<file path="src/rtl/mips_pkg.sv">
// Shared types for the MEM stage: handshake FSM states and the EX/MEM, MEM/WB payloads.
package mips_pkg;
  localparam int unsigned WORD_W = 32;
  localparam int unsigned REG_W  = 5;

  typedef enum logic [1:0] {
    IDLE  = 2'd0,
    WAIT  = 2'd1,
    ABORT = 2'd2
  } mem_state_t;

  typedef struct packed {
    logic [WORD_W-1:0] alu_result;
    logic [WORD_W-1:0] store_data;
    logic [WORD_W-1:0] branch_target;
    logic [REG_W-1:0]  write_register;
    logic              zero;
    logic              mem_read;
    logic              mem_write;
    logic              reg_write;
    logic              mem_to_reg;
    logic              branch;
  } ex_mem_t;

  typedef struct packed {
    logic [WORD_W-1:0] read_data;
    logic [WORD_W-1:0] alu_result;
    logic [REG_W-1:0]  write_register;
    logic              reg_write;
    logic              mem_to_reg;
  } mem_wb_t;
endpackage

</file>
<file path="src/rtl/mem_access_stage_if.sv">
// Data-memory req/ack bus between the MEM stage (master) and data memory (slave).
interface mem_access_stage_if #(
  parameter int unsigned ADDR_W = 32
);
  import mips_pkg::*;

  logic [ADDR_W-1:0] mem_addr;
  logic [WORD_W-1:0] mem_wdata;
  logic              mem_req;
  logic              mem_we;
  logic              mem_ack;
  logic [WORD_W-1:0] mem_rdata;

  modport master (
    output mem_addr, mem_wdata, mem_req, mem_we,
    input  mem_ack, mem_rdata
  );

  modport slave (
    input  mem_addr, mem_wdata, mem_req, mem_we,
    output mem_ack, mem_rdata
  );
endinterface

</file>
<file path="src/rtl/mem_handshake_fsm.sv">
// Data-memory handshake: request/stall generation, timeout abort and sticky bus error.
module mem_handshake_fsm
  import mips_pkg::*;
#(
  parameter int unsigned TIMEOUT_CYCLES = 16
) (
  input  logic clk,
  input  logic reset,
  input  logic mem_op,
  input  logic misaligned,
  input  logic illegal,
  input  logic mem_ack,
  output logic mem_req,
  output logic stall,
  output logic complete,
  output logic abort,
  output logic bus_error
);
  localparam int unsigned CNT_W = $clog2(TIMEOUT_CYCLES + 1);

  mem_state_t       state, state_next;
  logic [CNT_W-1:0] cnt, cnt_next;
  logic             bus_error_next;
  logic             aligned_op;

  assign aligned_op = mem_op & ~misaligned;

  always_ff @(posedge clk or posedge reset) begin
    if (reset) begin
      state     <= IDLE;
      cnt       <= '0;
      bus_error <= 1'b0;
    end else begin
      state     <= state_next;
      cnt       <= cnt_next;
      bus_error <= bus_error_next;
    end
  end

  // Counter tracks unacknowledged request cycles; the IDLE issue cycle counts as the first.
  always_comb begin
    state_next     = state;
    cnt_next       = cnt;
    bus_error_next = bus_error | misaligned | illegal;
    case (state)
      IDLE: begin
        if (aligned_op && !mem_ack) begin
          state_next = WAIT;
          cnt_next   = '0;
        end
      end
      WAIT: begin
        if (mem_ack) begin
          state_next = IDLE;
        end else if (cnt + CNT_W'(1) == CNT_W'(TIMEOUT_CYCLES - 1)) begin
          state_next     = ABORT;
          bus_error_next = 1'b1;
        end else begin
          cnt_next = cnt + CNT_W'(1);
        end
      end
      ABORT:   state_next = IDLE;
      default: state_next = IDLE;
    endcase
  end

  always_comb begin
    mem_req  = 1'b0;
    stall    = 1'b0;
    complete = 1'b0;
    abort    = 1'b0;
    case (state)
      IDLE: begin
        mem_req  = aligned_op;
        stall    = aligned_op & ~mem_ack;
        complete = aligned_op & mem_ack;
      end
      WAIT: begin
        mem_req  = 1'b1;
        stall    = ~mem_ack;
        complete = mem_ack;
      end
      ABORT:   abort = 1'b1;
      default: abort = 1'b0;
    endcase
  end
endmodule

</file>
<file path="src/rtl/mem_access_stage.sv">
// MEM pipeline stage: EX/MEM register, branch resolution, data-memory access, MEM/WB register.
module mem_access_stage
  import mips_pkg::*;
#(
  parameter int unsigned TIMEOUT_CYCLES = 16,
  parameter int unsigned ADDR_W         = 32
) (
  input  logic                 clk,
  input  logic                 reset,
  input  logic [WORD_W-1:0]    ALU_result,
  input  logic [WORD_W-1:0]    read_data_2_id_ex,
  input  logic [REG_W-1:0]     write_register,
  input  logic [WORD_W-1:0]    branch_or_not_address,
  input  logic                 zero,
  input  logic                 ctrl_memRead,
  input  logic                 ctrl_memWrite,
  input  logic                 ctrl_regWrite,
  input  logic                 ctrl_memToReg,
  input  logic                 ctrl_branch,
  mem_access_stage_if.master   mem,
  output logic                 stall_pipeline,
  output logic                 pcSrc,
  output logic [WORD_W-1:0]    branch_target,
  output logic [WORD_W-1:0]    read_data_mem_wb,
  output logic [WORD_W-1:0]    ALU_result_mem_wb,
  output logic [REG_W-1:0]     write_register_mem_wb,
  output logic                 ctrl_regWrite_mem_wb,
  output logic                 ctrl_memToReg_mem_wb,
  output logic                 bus_error
);
  ex_mem_t ex_mem;
  mem_wb_t mem_wb;
  logic    mem_op, misaligned, illegal, is_store;
  logic    mem_req, mem_complete, mem_abort, wb_bubble;

  always_ff @(posedge clk or posedge reset) begin
    if (reset) begin
      ex_mem <= '0;
    end else if (!stall_pipeline) begin
      ex_mem <= '{alu_result:     ALU_result,
                  store_data:     read_data_2_id_ex,
                  branch_target:  branch_or_not_address,
                  write_register: write_register,
                  zero:           zero,
                  mem_read:       ctrl_memRead,
                  mem_write:      ctrl_memWrite,
                  reg_write:      ctrl_regWrite,
                  mem_to_reg:     ctrl_memToReg,
                  branch:         ctrl_branch};
    end
  end

  // Read+write together is illegal and falls back to a read.
  assign mem_op     = ex_mem.mem_read | ex_mem.mem_write;
  assign illegal    = ex_mem.mem_read & ex_mem.mem_write;
  assign is_store   = ex_mem.mem_write & ~ex_mem.mem_read;
  assign misaligned = mem_op & (ex_mem.alu_result[1:0] != 2'b00);

  mem_handshake_fsm #(
    .TIMEOUT_CYCLES(TIMEOUT_CYCLES)
  ) u_fsm (
    .clk        (clk),
    .reset      (reset),
    .mem_op     (mem_op),
    .misaligned (misaligned),
    .illegal    (illegal),
    .mem_ack    (mem.mem_ack),
    .mem_req    (mem_req),
    .stall      (stall_pipeline),
    .complete   (mem_complete),
    .abort      (mem_abort),
    .bus_error  (bus_error)
  );

  assign mem.mem_req   = mem_req;
  assign mem.mem_addr  = ADDR_W'(ex_mem.alu_result);
  assign mem.mem_wdata = ex_mem.store_data;
  assign mem.mem_we    = is_store;

  // Stall gating makes a branch fire exactly once.
  assign pcSrc         = ex_mem.branch & ex_mem.zero & ~stall_pipeline;
  assign branch_target = ex_mem.branch_target;

  assign wb_bubble = stall_pipeline | mem_abort | misaligned;

  always_ff @(posedge clk or posedge reset) begin
    if (reset) begin
      mem_wb <= '0;
    end else begin
      mem_wb.alu_result     <= ex_mem.alu_result;
      mem_wb.write_register <= ex_mem.write_register;
      mem_wb.reg_write      <= ~wb_bubble & ex_mem.reg_write & ~is_store &
                               (ex_mem.write_register != '0);
      mem_wb.mem_to_reg     <= ~wb_bubble & ex_mem.mem_to_reg;
      if (mem_complete && ex_mem.mem_read) begin
        mem_wb.read_data <= mem.mem_rdata;
      end
    end
  end

  assign read_data_mem_wb      = mem_wb.read_data;
  assign ALU_result_mem_wb     = mem_wb.alu_result;
  assign write_register_mem_wb = mem_wb.write_register;
  assign ctrl_regWrite_mem_wb  = mem_wb.reg_write;
  assign ctrl_memToReg_mem_wb  = mem_wb.mem_to_reg;
endmodule

</file>
<file path="src/flat_wrapper.sv">
// flat-port wrapper written by rule: the top's interface ports become plain ports
module mem_access_stage_flat import mips_pkg::*;
#(
  parameter int unsigned TIMEOUT_CYCLES = 16,
  parameter int unsigned ADDR_W         = 32
)
  (clk, reset, ALU_result, read_data_2_id_ex, write_register, branch_or_not_address, zero, ctrl_memRead, ctrl_memWrite, ctrl_regWrite, ctrl_memToReg, ctrl_branch, stall_pipeline, pcSrc, branch_target, read_data_mem_wb, ALU_result_mem_wb, write_register_mem_wb, ctrl_regWrite_mem_wb, ctrl_memToReg_mem_wb, bus_error, mem_mem_addr, mem_mem_wdata, mem_mem_req, mem_mem_we, mem_mem_ack, mem_mem_rdata);
  mem_access_stage_if #(.ADDR_W(ADDR_W)) mem_i ();
  input  logic clk;
  input  logic reset;
  input  logic [WORD_W-1:0] ALU_result;
  input  logic [WORD_W-1:0] read_data_2_id_ex;
  input  logic [REG_W-1:0] write_register;
  input  logic [WORD_W-1:0] branch_or_not_address;
  input  logic zero;
  input  logic ctrl_memRead;
  input  logic ctrl_memWrite;
  input  logic ctrl_regWrite;
  input  logic ctrl_memToReg;
  input  logic ctrl_branch;
  output logic stall_pipeline;
  output logic pcSrc;
  output logic [WORD_W-1:0] branch_target;
  output logic [WORD_W-1:0] read_data_mem_wb;
  output logic [WORD_W-1:0] ALU_result_mem_wb;
  output logic [REG_W-1:0] write_register_mem_wb;
  output logic ctrl_regWrite_mem_wb;
  output logic ctrl_memToReg_mem_wb;
  output logic bus_error;
  output wire logic [$bits(mem_i.mem_addr)-1:0] mem_mem_addr;
  output wire logic [$bits(mem_i.mem_wdata)-1:0] mem_mem_wdata;
  output wire logic [$bits(mem_i.mem_req)-1:0] mem_mem_req;
  output wire logic [$bits(mem_i.mem_we)-1:0] mem_mem_we;
  input wire logic [$bits(mem_i.mem_ack)-1:0] mem_mem_ack;
  input wire logic [$bits(mem_i.mem_rdata)-1:0] mem_mem_rdata;
  assign mem_mem_addr = mem_i.mem_addr;
  assign mem_mem_wdata = mem_i.mem_wdata;
  assign mem_mem_req = mem_i.mem_req;
  assign mem_mem_we = mem_i.mem_we;
  assign mem_i.mem_ack = mem_mem_ack;
  assign mem_i.mem_rdata = mem_mem_rdata;
  mem_access_stage #(.TIMEOUT_CYCLES(TIMEOUT_CYCLES), .ADDR_W(ADDR_W)) u_core (.clk(clk), .reset(reset), .ALU_result(ALU_result), .read_data_2_id_ex(read_data_2_id_ex), .write_register(write_register), .branch_or_not_address(branch_or_not_address), .zero(zero), .ctrl_memRead(ctrl_memRead), .ctrl_memWrite(ctrl_memWrite), .ctrl_regWrite(ctrl_regWrite), .ctrl_memToReg(ctrl_memToReg), .ctrl_branch(ctrl_branch), .mem(mem_i), .stall_pipeline(stall_pipeline), .pcSrc(pcSrc), .branch_target(branch_target), .read_data_mem_wb(read_data_mem_wb), .ALU_result_mem_wb(ALU_result_mem_wb), .write_register_mem_wb(write_register_mem_wb), .ctrl_regWrite_mem_wb(ctrl_regWrite_mem_wb), .ctrl_memToReg_mem_wb(ctrl_memToReg_mem_wb), .bus_error(bus_error));
endmodule
</file>
<file path="config.mk">
export PLATFORM = sky130hd
export DESIGN_NAME = mem_access_stage_flat
export DESIGN_NICKNAME = d
export VERILOG_FILES = /design/src/rtl/mips_pkg.sv /design/src/rtl/mem_access_stage_if.sv /design/src/rtl/mem_handshake_fsm.sv /design/src/rtl/mem_access_stage.sv /design/src/flat_wrapper.sv
export SDC_FILE = /design/constraint.sdc
export NUM_CORES = 1
export LEC_CHECK = 0
export CORE_AREA = 2 2 143 145
export DETAILED_ROUTE_END_ITERATION = 10
export DIE_AREA = 0 0 145 147
export PLACE_DENSITY = 0.85
export SETUP_SLACK_MARGIN = 0.02
export SLEW_MARGIN = 20
export SYNTH_ARGS = -nofsm -noshare
export SYNTH_HDL_FRONTEND = slang
export SYNTH_HIERARCHICAL = 1
export SYNTH_SLANG_ARGS = --single-unit
</file>
<file path="constraint.sdc">
create_clock -name clk -period 5.7 [get_ports clk]
set_clock_uncertainty 0.05 [all_clocks]
set_input_delay 1.14 -clock clk [delete_from_list [all_inputs] [get_ports clk]]
set_output_delay 1.14 -clock clk [all_outputs]
set_load 0.005 [all_outputs]
</file>
Word level (Yosys, flattened, before mapping)
Cells that the tools add are included.

word-level totals
  register bits = 186
  input port bits = 142
  output and inout bits = 172
  word-level logic and storage cells = 73

operators by class
  $add $sub $neg = 1
  equal/unequal tests = 7
  muxes and demuxes = 15
  bitwise operators = 23
  reductions and logical operators = 9

operators with widths
  operator                                        number
  two-way mux 5 bit                               3
  bitwise AND 1 bit                               12
  one-hot mux 5 bit (2 select lines)              1
  two-way mux 2 bit                               3
  != test 2 bit (second input constant)           3
  inverter 1 bit                                  6
  one-hot mux 1 bit (2 select lines)              3
  adder 5 x 1 -> 5 bit (second input constant)    1
  == test 5 x 4 -> 1 bit (second input constant)  1
  OR 1 bit                                        5
  nonzero test 5 bit                              1
  two-way mux 1 bit                               4
  one-hot mux 2 bit (2 select lines)              1
  AND reduction 4 bit                             1
  nonzero test 2 bit                              2
  != test 3 bit (second input constant)           1
  == test 2 x 1 -> 1 bit (second input constant)  1
  == test 2 bit (second input constant)           1
  logical AND 1 bit                               2
  logical NOT 2 bit                               1
  AND reduction 2 bit                             1
  logical NOT 1 bit                               1

Logic depth before layout (Yosys ltp)
Gate-level depths: netlist of the first run.

  depth after elaboration = 12
  gate-level depth with buffers = 9
  depth with buffers taken out = 8

Hierarchy
The synthesis of the first run kept the hierarchy.

modules (own cells, without submodules)
  module             times used  cells each  area each (um^2)
  mem_access_stage   1           441         7055.5
  mem_handshake_fsm  1           51          508.0

Worst setup path after synthesis of the first run
No wires, ideal clock.

  path type = input to output
  start = in mem_mem_ack
  end = out pcSrc
  arrival = 1901 ps
  setup slack = 2609 ps
  stages on the path = 6
  buffers on the path = 2
  path through = nor2_1 o21ai_2 inv_1 buf_2 buf_4 nor2_1

on the way
  word-level cells in the longest chain between the ends = 5

ends and longest elaborated chain
  element                                 RTL line                                          RTL
  start: declaration                      flat_wrapper.sv:34                                input wire logic [$bits(mem_i.mem_ack)-1:0] mem_mem_ack;
  inverter 1 bit (*)                      mem_handshake_fsm.sv:75, mem_handshake_fsm.sv:80
  bitwise AND 1 bit                       mem_handshake_fsm.sv:75                           stall = aligned_op & ~mem_ack;
  one-hot mux 1 bit (2 select lines) (*)  mem_handshake_fsm.sv:72                           case (state)
  net stall_pipeline                      flat_wrapper.sv:21                                output logic stall_pipeline;
  inverter 1 bit (*)                      mem_access_stage.sv:81                            assign pcSrc = ex_mem.branch & ex_mem.zero & ~stall_pipeline;
  bitwise AND 1 bit (*)                   mem_access_stage.sv:81
  end: declaration                        flat_wrapper.sv:22                                output logic pcSrc;

The timed path passes the listed nets; every way through them passes the cells marked *.

Worst setup path after layout of the first run
  start = in mem_mem_ack
  end = out pcSrc

on the way
  word-level cells in the longest chain between the ends = 5

ends and longest elaborated chain
  element                                 RTL line
  inverter 1 bit (*)                      mem_handshake_fsm.sv:75, mem_handshake_fsm.sv:80
  bitwise AND 1 bit                       mem_handshake_fsm.sv:75
  one-hot mux 1 bit (2 select lines) (*)  mem_handshake_fsm.sv:72
  inverter 1 bit (*)                      mem_access_stage.sv:81
  bitwise AND 1 bit (*)                   mem_access_stage.sv:81

Every way passes the cells marked *; elsewhere a longest branch is shown, timed or not.

==> results.toml, run 1 <==
[routing]
wire_per_inst_um = 17.0
wl_met3_mm = 1.36
detail_route.wirelength.met1_mm = 6.67
drtIter0Drc = 151
wl_met2_mm = 8.40
wirelength_mm = 16.9
antenna_violating_nets_post_route = 0
first_pass_iters = 4
vias = 4449
drc = 0
drt-vias-per-instance = 4.46
route.top_layer_used = "met4"

[worst_setup_path]
timing.critical_path.slowest_cell_delay_ps = 540
worst_ep_required_time_ps = 4510
setup.worst_path.class = "input port to output pin"
critical_path.slowest_cell = "sky130_fd_sc_hd__clkdlybuf4s50_1"
critPathCaptureType = "output pin"
timing.reg2reg.setup_slack_ps = 2750
regToRegEndpoint = "u_core/mem.mem_wdata[26]"
worstPathMaxFanout = 30
critical_path.cell_chain = "clkdlybuf4s50_1, nor2_1, o21ai_2, inv_4, nor2_1, clkdlybuf4s50_1"
timing.rr.start = "u_core/ex_mem[4]"
reg2reg_depth = 7
worst_setup_path_start_kind = "input port"
worstSetupStartpoint = "mem_mem_ack"
cp_data_arrival_time_ps = 2880

[clocking]
tritoncts = "done"
root_buffer = "sky130_fd_sc_hd__clkbuf_16"
cts-resized-gates = 0
cts_h_tree_depth = 4
cts_max_path_buffers = 2
cts_hold_buffers = 0
worst_setup_hold_path_clk_slew_ps = 70
post-cts-setup-buffers = 0
cts_buffers = 17
clock_insertion_delay_worst_skew_ps = 420
cts_num_sinks = 186

[die]
core_area_mm2 = 0.0198
die_area_mm2 = 0.0213
placement_rows = 52
die_x_um = 145
dieHeight_um = 147
floorplan.initialDensity = 0.381
io_pins = 314

[power_and_ir_drop]
power_density_mw_per_mm2 = 402
max-vdd-ir-drop_v = 0.000191
total_leakage_power_nw = 4.56

[timing]
final_max_slew_viol_count = 0
relSlewSlack = 0.308
final_min_period_over_clock_period = 0.715
fin_hold_ws_ps = 344
timing_hold_violations_final = 0
rsz_0062_raised_after_global_routing = "false"
timing.final.ws_setup_ps = 1630
max_slew.worst_pin.slew_ps = 1040
finalCriticalPeriod_ps = 4070
achievable-frequency_mhz = 245
setup-violations-final = 0
setup_total_negative_slack_ps = 0

[outcome]
status = "completed"

[synthesis]
synthesized_flop_and_latch_total = 186
dominantRegCellSynth = "sky130_fd_sc_hd__dfrtp_1"
async_reset_ff_frac = 1.00
ys_top_cells_by_area = "sky130_fd_sc_hd__dfrtp_1, sky130_fd_sc_hd__mux2_2, sky130_fd_sc_hd__buf_4, sky130_fd_sc_hd__mux2_4, sky130_fd_sc_hd__buf_6"
synth.yosys.seq_area_share = 0.615
post-synth-top-count-cell = "sky130_fd_sc_hd__dfrtp_1"
synth_edf_count = 0
library_cell_occupying_the_most_area_in_the_post_synthesis_netlist = "sky130_fd_sc_hd__dfrtp_1"
post_synth_instance_area_mm2 = 0.00756
syn_area_per_cell_um2 = 15.4
number_of_warning_messages_in_the_yosys_log = 6
synth_top_cells_by_count = "sky130_fd_sc_hd__dfrtp_1, sky130_fd_sc_hd__mux2_2, sky130_fd_sc_hd__buf_4"
synth.distinct_cells = 38
synth_top_cell_area_share = 0.615
syn_inst = 492
synth.net_count = 636

[global_routing]
grtUsageTotal = 0.163
first_global_vias = 4754
grt_max_degree = 179
first_pass_grt_wire_length_mm = 26.9
grt.overflow.total = 0
number_of_antenna_violations_at_the_first_check_in_global_routing = 1

[hold_path]
hold_start = "u_core/mem.mem_addr[23]"
hold_path_class = "flip-flop to flip-flop"
whs_path_depth = 0
capture_endpoint_of_the_worst_hold_path = "u_core/ALU_result_mem_wb[23]"

[finish]
layout.nets = 858
final_layout_size_suffix_gt1_frac = 0.252
filler_cells = 1630
areaGrowthSynthToFinish_pct = 43.3
final_area_mm2 = 0.0108

[run]
max_capacitance_violation_count = 0

[placed_design]
pre_cts_setup_slack_ps = 1600
gp_congestion = 0.776
dpl.hpwl_mm = 12.2
placement.io_buffers = 313
post_dp_cell_area_mm2 = 0.0102
## worst max path at each step
stage                     depth (start not counted)                          end  slack [ps]
after floorplan                                   1  u_core/ALU_result_mem_wb[0]        2230
after global placement                            6                        pcSrc        1630
after detailed placement                          6                        pcSrc        1600
after CTS                                         6                        pcSrc        1600
after global routing                              6                        pcSrc        1480
final                                             6                        pcSrc        1630
## area by class of cell
class,instances,area (um2),share of cell area
flip-flops and latches,186,4650,0.429
repair buffers,315,3160,0.292
multi-input cells,186,2040,0.188
clock buffers,18,439,0.0405
well taps,270,338,0.0312
clock inverters,13,166,0.0153
inverters,8,36.3,0.00335
diodes,1,2.50,0.000231
## metrics by stage
| stage | std cells | util | power, W |
|---|---|---|---|
| finish | 997 | 0.546 | 0.00436 |
| global route | 997 | 0.546 | 0.00458 |
| CTS | 996 | 0.546 | 0.00443 |
| detailed placement | 965 | 0.515 | 0.00319 |
| global placement | 965 | 0.515 | 0.00315 |
| floorplan | 492 | - | 0.00254 |
## layout by cell type (no fill, tap or decap), types with 3 or more instances in the layout
cell                              instances
sky130_fd_sc_hd__clkbuf_16               17
sky130_fd_sc_hd__inv_6                    3
sky130_fd_sc_hd__dfrtp_1                186
sky130_fd_sc_hd__nor3_1                   4
sky130_fd_sc_hd__mux2_2                 109
sky130_fd_sc_hd__inv_1                    6
sky130_fd_sc_hd__clkdlybuf4s50_1        313
sky130_fd_sc_hd__nand2_1                  3
sky130_fd_sc_hd__clkinvlp_4               4
sky130_fd_sc_hd__mux2_4                  30
sky130_fd_sc_hd__nor2_1                   6
sky130_fd_sc_hd__nor4_1                   3
sky130_fd_sc_hd__bufinv_16                3
## cells by family after synthesis
kind of cell / Yosys count / synth area share
buffers and inverters: 120 / 0.115
adders and majority gates: 2 / 0.00331
and+or+nand+nor: 30 / 0.0245
muxes: 139 / 0.222
AOI/OAI and AO/OA: 13 / 0.0147
xor gates and xnor gates: 2 / 0.00480
DFF: 186 / 0.615
## flip-flops by register name, indices dropped and copies added (netlist names)
signal,count
u_core/u_fsm/cnt,5
u_core/write_register_mem_wb,5
u_core/ex_mem,11
u_core/ctrl_regWrite_mem_wb,1
u_core/mem.mem_wdata,32
u_core/branch_target,32
u_core/mem.mem_addr,32
u_core/u_fsm/bus_error,1
u_core/ctrl_memToReg_mem_wb,1
u_core/u_fsm/state,2
u_core/ALU_result_mem_wb,32
u_core/read_data_mem_wb,32
## worst max-delay path: cells and delay by family
kind,cells,cell delay [ps]
buffers and inverters,3,1340
and+or+nand+nor,2,220
AOI/OAI and AO/OA,1,180
## power breakdown
part           switching [W]  internal, W
Sequential          0.000189      0.00164
Clock               0.000508     0.000704
Combinational       0.000398     0.000918
## per-layer routing
metal,vias up,track usage
li1,2027,-
met5,-,0
met2,200,0.269
met1,2193,0.190
met3,29,0.0655
met4,0,0.0649
(Power assumes the default switching activity.)
==> inputs of run 2 (changes only) <==
Clock period 5.7 ns to 3.37 ns, I/O delays scaled along.
==> run 2 against run 1 <==
Compared with the run above: utilization about the same; first-iteration DRC count decreased by 32%; combinational power increased by 70%; cell count increased by 0.40%; clock power increased by 59%; register-to-register slack got worse by 2100 ps; via count decreased by 1.2%; power increased by 67%; critical endpoint unchanged; largest power group unchanged.
==> results.toml, run 2 (same netlist as run 1, synthesis figures left out) <==
[timing]
final_max_slew_viol_count = 0
achievable-frequency_mhz = 330
setup_total_negative_slack_ps = 0
finalCriticalPeriod_ps = 3030
max_slew.worst_pin.slew_ps = 836
final_min_period_over_clock_period = 0.898
timing_hold_violations_final = 0
setup-violations-final = 0
relSlewSlack = 0.443
rsz_0062_raised_after_global_routing = "false"

[global_routing]
number_of_antenna_violations_at_the_first_check_in_global_routing = 0
grt.overflow.total = 0
first_global_vias = 4865
first_pass_grt_wire_length_mm = 27.2
grt_max_degree = 81
grtUsageTotal = 0.163

[clocking]
cts_buffers = 17
tritoncts = "done"
cts_max_path_buffers = 2
cts_h_tree_depth = 4
cts_num_sinks = 186
cts-resized-gates = 0
cts_hold_buffers = 0
clock_insertion_delay_worst_skew_ps = 410
worst_setup_hold_path_clk_slew_ps = 70
root_buffer = "sky130_fd_sc_hd__clkbuf_16"
post-cts-setup-buffers = 0

[power_and_ir_drop]
net_switching_share_of_the_total_power = 0.260
switching_power_w = 0.00189
power_density_mw_per_mm2 = 669
seq_power_share = 0.427
total_leakage_power_nw = 4.56
max-vdd-ir-drop_v = 0.000410
comb_power_share = 0.308
clkPwrFrac = 0.264
p_int_w = 0.00537

[die]
io_pins = 314
placement_rows = 52
die_area_mm2 = 0.0213
die_x_um = 145
core_area_mm2 = 0.0198
dieHeight_um = 147
floorplan.initialDensity = 0.381

[placed_design]
placement.io_buffers = 313
dpl.hpwl_mm = 12.7
gp_congestion = 0.747
post_dp_cell_area_mm2 = 0.0103

[finish]
layout.cells.most_common_list = "sky130_fd_sc_hd__clkdlybuf4s50_1, sky130_fd_sc_hd__dfrtp_1, sky130_fd_sc_hd__mux2_2"
layout.nets = 862
filler_cells = 1636
layout_commonest_cell = "sky130_fd_sc_hd__clkdlybuf4s50_1"
final_layout_size_suffix_gt1_frac = 0.256
areaGrowthSynthToFinish_pct = 43.4
final_area_mm2 = 0.0108
n_antenna_cell = 0
sequential_cell_area_in_the_final_layout_mm2 = 0.00465
multi_input_comb_area_mm2 = 0.00204
final_core_util = 0.546

[routing]
drt-vias-per-instance = 4.39
antenna_violating_nets_post_route = 0
wire_per_inst_um = 16.9
detail_route.wirelength.met1_mm = 6.66
first_pass_iters = 4
drc = 0
route.top_layer_used = "met4"
wl_met2_mm = 8.66
vias = 4396
drtIter0Drc = 103
wirelength_mm = 16.9
wl_met3_mm = 1.34

[worst_setup_path]
setup.worst_path.class = "flip-flop to output pin"
critPathCaptureType = "output pin"
worstPathMaxFanout = 9
worst_ep_required_time_ps = 2650
timing.rr.start = "u_core/ex_mem[4]"
regToRegEndpoint = "u_core/read_data_mem_wb[22]"
reg2reg_depth = 9
worst_setup_path_start_kind = "flip-flop"
timing.reg2reg.setup_slack_ps = 680
cp_data_arrival_time_ps = 2300

[outcome]
status = "completed"

[hold_path]
hold_path_class = "flip-flop to flip-flop"
capture_endpoint_of_the_worst_hold_path = "u_core/ALU_result_mem_wb[4]"
hold_start = "u_core/mem.mem_addr[4]"
whs_path_depth = 0

[run]
max_capacitance_violation_count = 0
[run 2: power groups by stage]
| stage | clock network [W] | registers [W] | logic (W) |
|---|---|---|---|
| finish | 0.00192 | 0.00310 | 0.00224 |
| global route | 0.00209 | 0.00317 | 0.00238 |
| CTS | 0.00201 | 0.00310 | 0.00227 |
| detailed placement | 0 | 0.00314 | 0.00227 |
| global placement | 0 | 0.00310 | 0.00223 |
| floorplan | 0 | 0.00309 | 0.00120 |
[run 2: critical path, stage by stage, from the launching register on]
cell                              delay [ps]
sky130_fd_sc_hd__dfrtp_1                 450
sky130_fd_sc_hd__or2_1                   160
sky130_fd_sc_hd__o21a_2                  200
sky130_fd_sc_hd__nor2b_1                  90
sky130_fd_sc_hd__o21ai_4                 270
sky130_fd_sc_hd__inv_4                    80
sky130_fd_sc_hd__nor2_1                  110
sky130_fd_sc_hd__clkdlybuf4s50_1         530
[run 2: worst max path at each step]
stage,start,to,cells past startpoint
after global placement,mem_mem_ack,pcSrc,6
after global routing,u_core/ex_mem[4],pcSrc,7
after detailed placement,mem_mem_ack,pcSrc,6
after floorplan,reset,u_core/ALU_result_mem_wb[0],1
after CTS,u_core/ex_mem[4],pcSrc,7
final,u_core/ex_mem[4],pcSrc,7
[run 2: stage by stage]
| step | instances | setup slack [ps] | power, W | hold WS [ps] |
|---|---|---|---|---|
| finish | 1001 | 344 | 0.00726 | 342 |
| floorplan | 492 | 365 | 0.00429 | 311 |
| detailed placement | 969 | 427 | 0.00540 | 328 |
| CTS | 1001 | 178 | 0.00739 | 343 |
| global route | 1001 | 103 | 0.00765 | 357 |
| global placement | 969 | 463 | 0.00532 | 325 |
[run 2: area by class of cell]
class,instances,area share
inverters,8,0.00335
flip-flops and latches,186,0.429
clock buffers,18,0.0396
clock inverters,14,0.0129
well taps,270,0.0312
multi-input cells,186,0.188
repair buffers,319,0.295
[run 2: layer usage]
metal / up-vias / GRT usage
met5: - / 0
met4: 0 / 0.0480
met3: 19 / 0.0618
met2: 188 / 0.283
met1: 2159 / 0.190
li1: 2030 / -
==> inputs of run 3 (changes only) <==
Settings changed: HOLD_SLACK_MARGIN set to 0.06.
==> results of run 3 <==
No change in the layout: final DEF, timing and power equal those of run 2.
